`src/rtl/game_round_sequencer.sv`:
```
// Round sequencer for a reaction game: requests a random LED, waits for the
// player's press or a timeout, scores the round and repeats for N_ROUNDS rounds.
module game_round_sequencer #(
    parameter int N_ROUNDS       = 8,
    parameter int TIMEOUT_CYCLES = 50_000_000
) (
    input  logic       clock,
    input  logic       reset,
    input  logic       iniciar,
    input  logic [4:0] botoes,
    input  logic [2:0] led_sorteado,
    input  logic       led_valido,
    output logic       gerar_jogada,
    output logic       apagar,
    output logic [3:0] rodada,
    output logic [3:0] acertos,
    output logic [3:0] erros,
    output logic       ultimo_acerto,
    output logic       pronto,
    output logic [2:0] db_estado
);

    localparam int              TW     = (TIMEOUT_CYCLES > 1) ? $clog2(TIMEOUT_CYCLES) : 1;
    localparam logic [TW-1:0]   T_LAST = TW'(TIMEOUT_CYCLES - 1);
    localparam logic [3:0]      R_LAST = 4'(N_ROUNDS - 1);

    typedef enum logic [2:0] {
        IDLE          = 3'd0,
        GERA          = 3'd1,
        ESPERA_LED    = 3'd2,
        ESPERA_JOGADA = 3'd3,
        AVALIA        = 3'd4,
        PROXIMA       = 3'd5,
        FIM           = 3'd6
    } state_t;

    state_t        state, next;
    logic [4:0]    botoes_q;
    logic [2:0]    led_idx;
    logic [TW-1:0] timer;
    logic          hit_q;

    logic [4:0]    rise;
    logic          multi;
    logic          start_game, load_led, tick_timer, set_result, result_hit;
    logic          count_result, adv_round;

    // A press is a 0->1 edge against last cycle's sample; the sampler runs in
    // every state so buttons held on entry never look like fresh presses.
    assign rise  = botoes & ~botoes_q;
    assign multi = |(rise & (rise - 5'd1));

    always_ff @(posedge clock) begin
        if (!reset) state <= IDLE;
        else        state <= next;
    end

    always_comb begin
        next         = state;
        gerar_jogada = 1'b0;
        apagar       = 1'b1;
        pronto       = 1'b0;
        start_game   = 1'b0;
        load_led     = 1'b0;
        tick_timer   = 1'b0;
        set_result   = 1'b0;
        result_hit   = 1'b0;
        count_result = 1'b0;
        adv_round    = 1'b0;
        case (state)
            IDLE: begin
                if (iniciar) begin
                    start_game = 1'b1;
                    next       = GERA;
                end
            end
            GERA: begin
                gerar_jogada = 1'b1;
                next         = ESPERA_LED;
            end
            ESPERA_LED: begin
                apagar = 1'b0;
                if (led_valido) begin
                    load_led = 1'b1;
                    // Out-of-range index cannot be hit: score a miss right away.
                    if (led_sorteado > 3'd4) begin
                        set_result = 1'b1;
                        next       = AVALIA;
                    end else begin
                        next = ESPERA_JOGADA;
                    end
                end
            end
            ESPERA_JOGADA: begin
                apagar = 1'b0;
                if (|rise) begin
                    set_result = 1'b1;
                    result_hit = !multi && (rise == (5'd1 << led_idx));
                    next       = AVALIA;
                end else if (timer == T_LAST) begin
                    set_result = 1'b1;
                    next       = AVALIA;
                end else begin
                    tick_timer = 1'b1;
                end
            end
            AVALIA: begin
                count_result = 1'b1;
                next         = PROXIMA;
            end
            PROXIMA: begin
                if (rodada == R_LAST) begin
                    next = FIM;
                end else begin
                    adv_round = 1'b1;
                    next      = GERA;
                end
            end
            FIM: begin
                pronto = 1'b1;
                if (iniciar) begin
                    start_game = 1'b1;
                    next       = GERA;
                end
            end
            default: next = IDLE;
        endcase
    end

    always_ff @(posedge clock) begin
        if (!reset) begin
            botoes_q      <= '0;
            led_idx       <= '0;
            timer         <= '0;
            hit_q         <= 1'b0;
            rodada        <= '0;
            acertos       <= '0;
            erros         <= '0;
            ultimo_acerto <= 1'b0;
        end else begin
            botoes_q <= botoes;
            if (start_game) begin
                rodada        <= '0;
                acertos       <= '0;
                erros         <= '0;
                ultimo_acerto <= 1'b0;
            end
            if (load_led) begin
                led_idx <= led_sorteado;
                timer   <= '0;
            end
            if (tick_timer) timer <= timer + TW'(1);
            if (set_result) hit_q <= result_hit;
            if (count_result) begin
                ultimo_acerto <= hit_q;
                if (hit_q) begin
                    if (acertos != 4'hF) acertos <= acertos + 4'd1;
                end else begin
                    if (erros != 4'hF) erros <= erros + 4'd1;
                end
            end
            if (adv_round) rodada <= rodada + 4'd1;
        end
    end

    assign db_estado = state;

endmodule

```
`config.mk`:
```
export PLATFORM = sky130hd
export DESIGN_NAME = game_round_sequencer
export DESIGN_NICKNAME = d
export VERILOG_FILES = /design/src/rtl/game_round_sequencer.sv
export SDC_FILE = /design/constraint.sdc
export NUM_CORES = 1
export LEC_CHECK = 0
export ABC_CLOCK_PERIOD_IN_PS = 2000
export CAP_MARGIN = 30
export CORE_ASPECT_RATIO = 1.75
export CORE_MARGIN = 1.5
export CORE_UTILIZATION = 35
export CTS_BUF_LIST = sky130_fd_sc_hd__clkbuf_8 sky130_fd_sc_hd__clkbuf_16
export CTS_CLUSTER_SIZE = 8
export DETAILED_ROUTE_END_ITERATION = 10
export PLACE_DENSITY = 0.67
export SLEW_MARGIN = 20
export SYNTH_ARGS = -nofsm -noshare
export SYNTH_HDL_FRONTEND = slang
export SYNTH_SLANG_ARGS = --single-unit
```
`constraint.sdc`:
```
create_clock -name clock -period 2 [get_ports clock]
set_clock_uncertainty 0.15 [all_clocks]
set_input_delay 0.4 -clock clock [delete_from_list [all_inputs] [get_ports clock]]
set_output_delay 0.4 -clock clock [all_outputs]
set_load 0.01 [all_outputs]
```
# After elaboration in Yosys (flattened, before gate mapping)
# Index checks and enable logic that the tools add are counted.
[classes]
add_sub_neg = 5
mul = 0
div = 0
n_lt_le_gt_ge = 1
n_eq_ne = 14
shift = 1
n_mux = 41
n_bitwise = 3
reduce_logical = 11
[op_table]
columns = ["cell", "n"]
rows = [
  ["2-to-1 mux 26 bit", 2],
  ["2-to-1 mux 4 bit", 10],
  ["adder 26 x 1 -> 26 bit, second input constant", 1],
  ["equality test 26 bit, second input constant", 1],
  ["2-to-1 mux 1 bit", 21],
  ["2-to-1 mux 3 bit", 6],
  ["one-hot mux 3 bit (6 select lines)", 1],
  ["adder 4 x 1 -> 4 bit, second input constant", 3],
  ["bitwise AND 5 bit", 2],
  ["OR reduction 5 bit", 2],
  ["equality test 3 bit, second input constant", 3],
  ["inequality test 4 bit, second input constant", 2],
  ["equality test 3 x 2 -> 1 bit, second input constant", 2],
  ["nonzero test 2 bit", 3],
  ["equality test 5 bit", 1],
  ["NOT 5 bit", 1],
  ["<< shifter 1 x 3 -> 5 bit, first input constant", 1],
  ["subtractor 5 x 1 -> 5 bit, second input constant", 1],
  ["equality test 4 x 3 -> 1 bit, second input constant", 1],
  ["OR reduction 2 bit", 2],
  ["equality test 3 x 1 -> 1 bit, second input constant", 1],
  ["> comparator 3 bit, second input constant", 1],
  ["zero test 3 bit", 1],
  ["inequality test 3 bit, second input constant", 1],
  ["other kinds (6)", 6],
]
[word_totals]
register_bits = 51
latch_bits = 0
mem_bits_rw = 0
rom_bits = 0
in_bits = 12
out_inout_bits = 19
wordCells = 85
memories = 0

# Logic depth before layout (Yosys ltp)
[depth]
depth_word = 9
depth_mapped = 7
mapped_depth_nobuf = 6

# Worst setup path before layout
# No wires, ideal clock.
[synth_timing]
path_kind = "input-to-reg"
from = "in botoes[3]"
to = "reg timer[10]"
setup_time_ns = 0.070
arrival_time_ns = 1.811
required_ns = 1.780
slack_ns = -0.032
path_stages = 5
path_buffers = 0
path_cell_list = "nor2b_4 nor4_4 nand3_2 or4_1 a21oi_1"
[synth_between]
elab_chain_cells = 5
word_cells_on_any_way = 6
classes_between = "3 x mux; 1 x bitwise; 2 x reduce/logical"
[synth_lines]
columns = ["item", "line", "rtl"]
rows = [
  ["from (decl)", "10", "input logic [4:0] botoes,"],
  ["bitwise AND 5 bit (*)", "50", "assign rise = botoes & ~botoes_q;"],
  ["OR reduction 5 bit (*)", "96", "if (|rise) begin"],
  ["2-to-1 mux 1 bit (*)", "96", ""],
  ["2-to-1 mux 1 bit (*)", "70", "case (state)"],
  ["2-to-1 mux 26 bit or nonzero test 2 bit (tied branches)", "n/a", ""],
  ["to (signal assigned)", "152", "if (tick_timer) timer <= timer + TW'(1);"],
  ["to (decl)", "40", "logic [TW-1:0] timer;"],
]
# Mark *: on every way between the ends. The rest lies on a longest branch, timed or not.
# A chain may end at the register's enable or synchronous reset.

# Worst setup path after layout
[layout_timing]
from = "reg timer[16]"
to = "reg timer[16]"
[layout_between]
elab_chain_cells = 5
word_cells_on_any_way = 7
classes_between = "1 x add/sub; 1 x eq/ne; 4 x mux; 1 x reduce/logical"
[layout_lines]
columns = ["item"]
rows = [
  ["parallel branches: the longest is 5 deep, another holds adder 26 x 1 -> 26 bit"],
]
# Parallel ways; which one is timed is not known.

==> flow_metrics.py <==
metrics = {
    "status": {
        "status": "finished, final reports clean",
    },
    "synthesis": {
        "syn_inst": 356,
        "synth-seq-area-share_pct": 35.0,
        "synth.ff_latch_count": 51,
        "synth_nets": 372,
        "synth_flop_cell": "dfxtp_1",
        "synth_cell_types": 53,
        "ys_async_sr_fraction_pct": 0,
        "ys_warn_count": 0,
        "avgSynthCellArea_um2": 8.19,
        "synth_edf_count": 0,
        "netlist_area_um2": 2910,
    },
    "finish": {
        "diodes": 0,
        "layout_common_cells": "buf_4, dfxtp_1, nand2_1, a21oi_1, nand3_1",
        "area_delta_synth_final_pct": 41.2,
        "drive_gt1_share_pct": 26.1,
        "layout.nets": 460,
        "final_common_cell": "buf_4",
    },
    "hold_path": {
        "hold_path_end": "botoes_q[2]",
        "min_delay_path_depth": 2,
        "hold_start": "botoes[2]",
        "hold_path.class": "primary input to flip-flop",
    },
    "sta": {
        "tightest_slew_ns": 0.375,
        "layout_min_cycle_time_ns": 1.98,
        "max_freq_ghz": 0.504,
        "finalHoldViolCount": 0,
        "setup_viol": 0,
        "fin_crit_sh_pct": 99.1,
        "fin_ws_ns": 0.0174,
        "relSlewSlack_pct": 75.0,
        "hold_slack_ns": 0.209,
        "grt_setup_unrepaired": "yes",
        "slew_viol_final": 0,
    },
    "worst_setup_path": {
        "path_max_fanout": 4,
        "reg2reg_setup_slack_ns": 0.02,
        "ff2ff_path_depth": 6,
        "cp.arrival_ns": 2.05,
        "end_kind": "flip-flop",
        "cp-start-kind": "flip-flop",
        "r2r-end": "timer[16]",
        "critical_path_class": "flip-flop to flip-flop",
        "reg2reg_from": "timer[16]",
        "worstPathRequired_ns": 2.07,
    },
    "place": {
        "gp_congestion": 0.931,
        "post-place-ws_ns": -0.419,
        "portBuffers": 30,
        "hpwl_mm": 6.19,
    },
    "clock_tree": {
        "htreeDepth": 2,
        "cts_max_path_buffers": 2,
        "cts_buffers": 5,
        "cts_root_buf": "clkbuf_16",
        "clk_pin_slew_ns": 0.07,
        "cts_tree": "built",
        "cts.sinks": 51,
        "insertion_delay_ns": 0.30,
    },
    "floorplan": {
        "core_area_um2": 8020,
        "start_util_pct": 36.4,
        "row_count": 43,
        "die_x_um": 72.0,
        "io_pins": 31,
        "die_h_um": 124,
        "die_area_um2": 8900,
    },
    "detailed_routing": {
        "wire_per_inst_um": 16.1,
        "routed_wl_mm": 8.60,
        "firstDrtPassIters": 6,
        "drt-vias-per-instance": 5.77,
        "drt_iter0_markers": 137,
        "num_vias": 3079,
        "ant_nets": 0,
        "drc": 0,
    },
    "run": {
        "drv_cap": 0,
    },
    "global_route": {
        "grt_pass1_vias": 3046,
        "grt_max_degree": 24,
        "grt_pass1_wl_mm": 13.8,
        "grt_antenna_before_repair": 0,
        "grt_usage_pct": 19.9,
        "overflow": 0,
    },
    "power_and_ir_drop": {
        "leakage_nw": 1.67,
        "ir_drop_mv": 0.334,
        "power.density_nw_per_um2": 587,
    },
}
==> cells by family (layout without fill, tap and decap cells) <==
logic type | Yosys count | in the layout | synth area share (%)
compound gates | 77 | 77 | 16.9
simple gates | 183 | 183 | 36.7
xor+xnor | 2 | 2 | 0.601
flops | 51 | 51 | 35.0
mux | 18 | 18 | 6.27
fa+ha+maj | 4 | 4 | 1.72
buf+inv | 21 | 109 | 2.83
==> Yosys cell counts, types with 3 or more instances <==
cell type / count / area share [%]
or3_1: 6 / 1.3
nand4_1: 14 / 3.0
dfxtp_1: 51 / 35
and4_1: 3 / 0.90
and3b_1: 3 / 0.90
or4_1: 6 / 1.5
o21ai_0: 9 / 1.5
nor3_1: 10 / 1.7
mux2i_1: 16 / 5.5
clkbuf_1: 13 / 1.7
o311ai_0: 3 / 0.90
inv_1: 4 / 0.52
a21oi_1: 27 / 4.6
nand3b_1: 5 / 1.3
and3_1: 9 / 1.9
nand2_1: 27 / 3.5
a31oi_1: 4 / 0.86
o21a_1: 5 / 1.3
nand3_1: 28 / 4.8
nor2_1: 23 / 3.0
ha_1: 4 / 1.7
o31ai_1: 3 / 0.77
o211ai_1: 8 / 2.1
and2_1: 10 / 2.1
buf_2: 3 / 0.52
nor2b_1: 7 / 1.5
a21o_1: 3 / 0.77
nand2b_1: 17 / 3.6
==> critical path, cell delays in order, from the launching register on <==
cell and delay [ns]:
dfxtp_2 0.34, nor4b_4 0.27, nand4_1 0.14, or4_4 0.58, buf_6 0.15, nand3_2 0.06
mux2i_1 0.21
==> per-stage QoR <==
stage | utilization, % | power [W] | setup TNS [ns] | std cells | instance area, um^2
2_1_floorplan | - | 0.00128 | 0 | 356 | 2910
3_3_place_gp | 46.8 | 0.00145 | -8.93 | 525 | 3750
3_5_place_dp | 46.8 | 0.00146 | -9.79 | 525 | 3750
4_1_cts | 49.8 | 0.00243 | 0 | 533 | 4000
5_1_grt | 51.3 | 0.00251 | -0.431 | 534 | 4110
6_report | 51.3 | 0.00241 | 0 | 534 | 4110
==> how the worst max path moves through the flow <==
| stage | startpoint | endpoint | slack (ns) | depth (start not counted) |
|---|---|---|---|---|
| 6_report | timer[16] | timer[16] | 0.02 | 6 |
| 5_1_grt | timer[1] | timer[6] | -0.08 | 7 |
| 4_1_cts | timer[9] | timer[6] | 0.01 | 7 |
| 3_5_place_dp | botoes[2] | timer[14] | -0.42 | 7 |
| 3_3_place_gp | botoes[2] | timer[11] | -0.37 | 7 |
| 2_1_floorplan | botoes[2] | timer[6] | 0.02 | 6 |
==> registers in the layout (all words and copies together), names as in the netlist <==
signal	flops
db_estado	3
erros	4
acertos	4
timer	26
hit_q	1
botoes_q	5
ultimo_acerto	1
rodada	4
led_idx	3
==> metal layers <==
layer | vias up | global-route usage, % | routed length (um)
met5 | - | 0 | 0
met4 | 0 | 11.1 | 344
met3 | 23 | 3.56 | 225
met2 | 77 | 38.1 | 4820
met1 | 1485 | 19.7 | 3210
li1 | 1494 | - | -
==> layout make-up <==
type                       instances  area, um^2
clock inverter                     2        37.5
fill                             781        3900
clock buffer                       5         125
timing repair buffer              98         828
tap                               90         113
multi-input combinational        284        1970
inverter                           4        15.0
sequential                        51        1030
==> power breakdown <==
group | switching [W] | total, W | internal (W)
Sequential | 0.0000225 | 0.00106 | 0.00104
Combinational | 0.000193 | 0.000385 | 0.000192
Clock | 0.000388 | 0.000971 | 0.000584
==> timing repair <==
item	in CTS	in global routing
resized for setup	25	31
buffers inserted	0	1
pin swaps	9	10
setup endpoints to repair	30	28
gates cloned	1	0
hold buffers	0	0
Power figures use the tool's default switching activity.
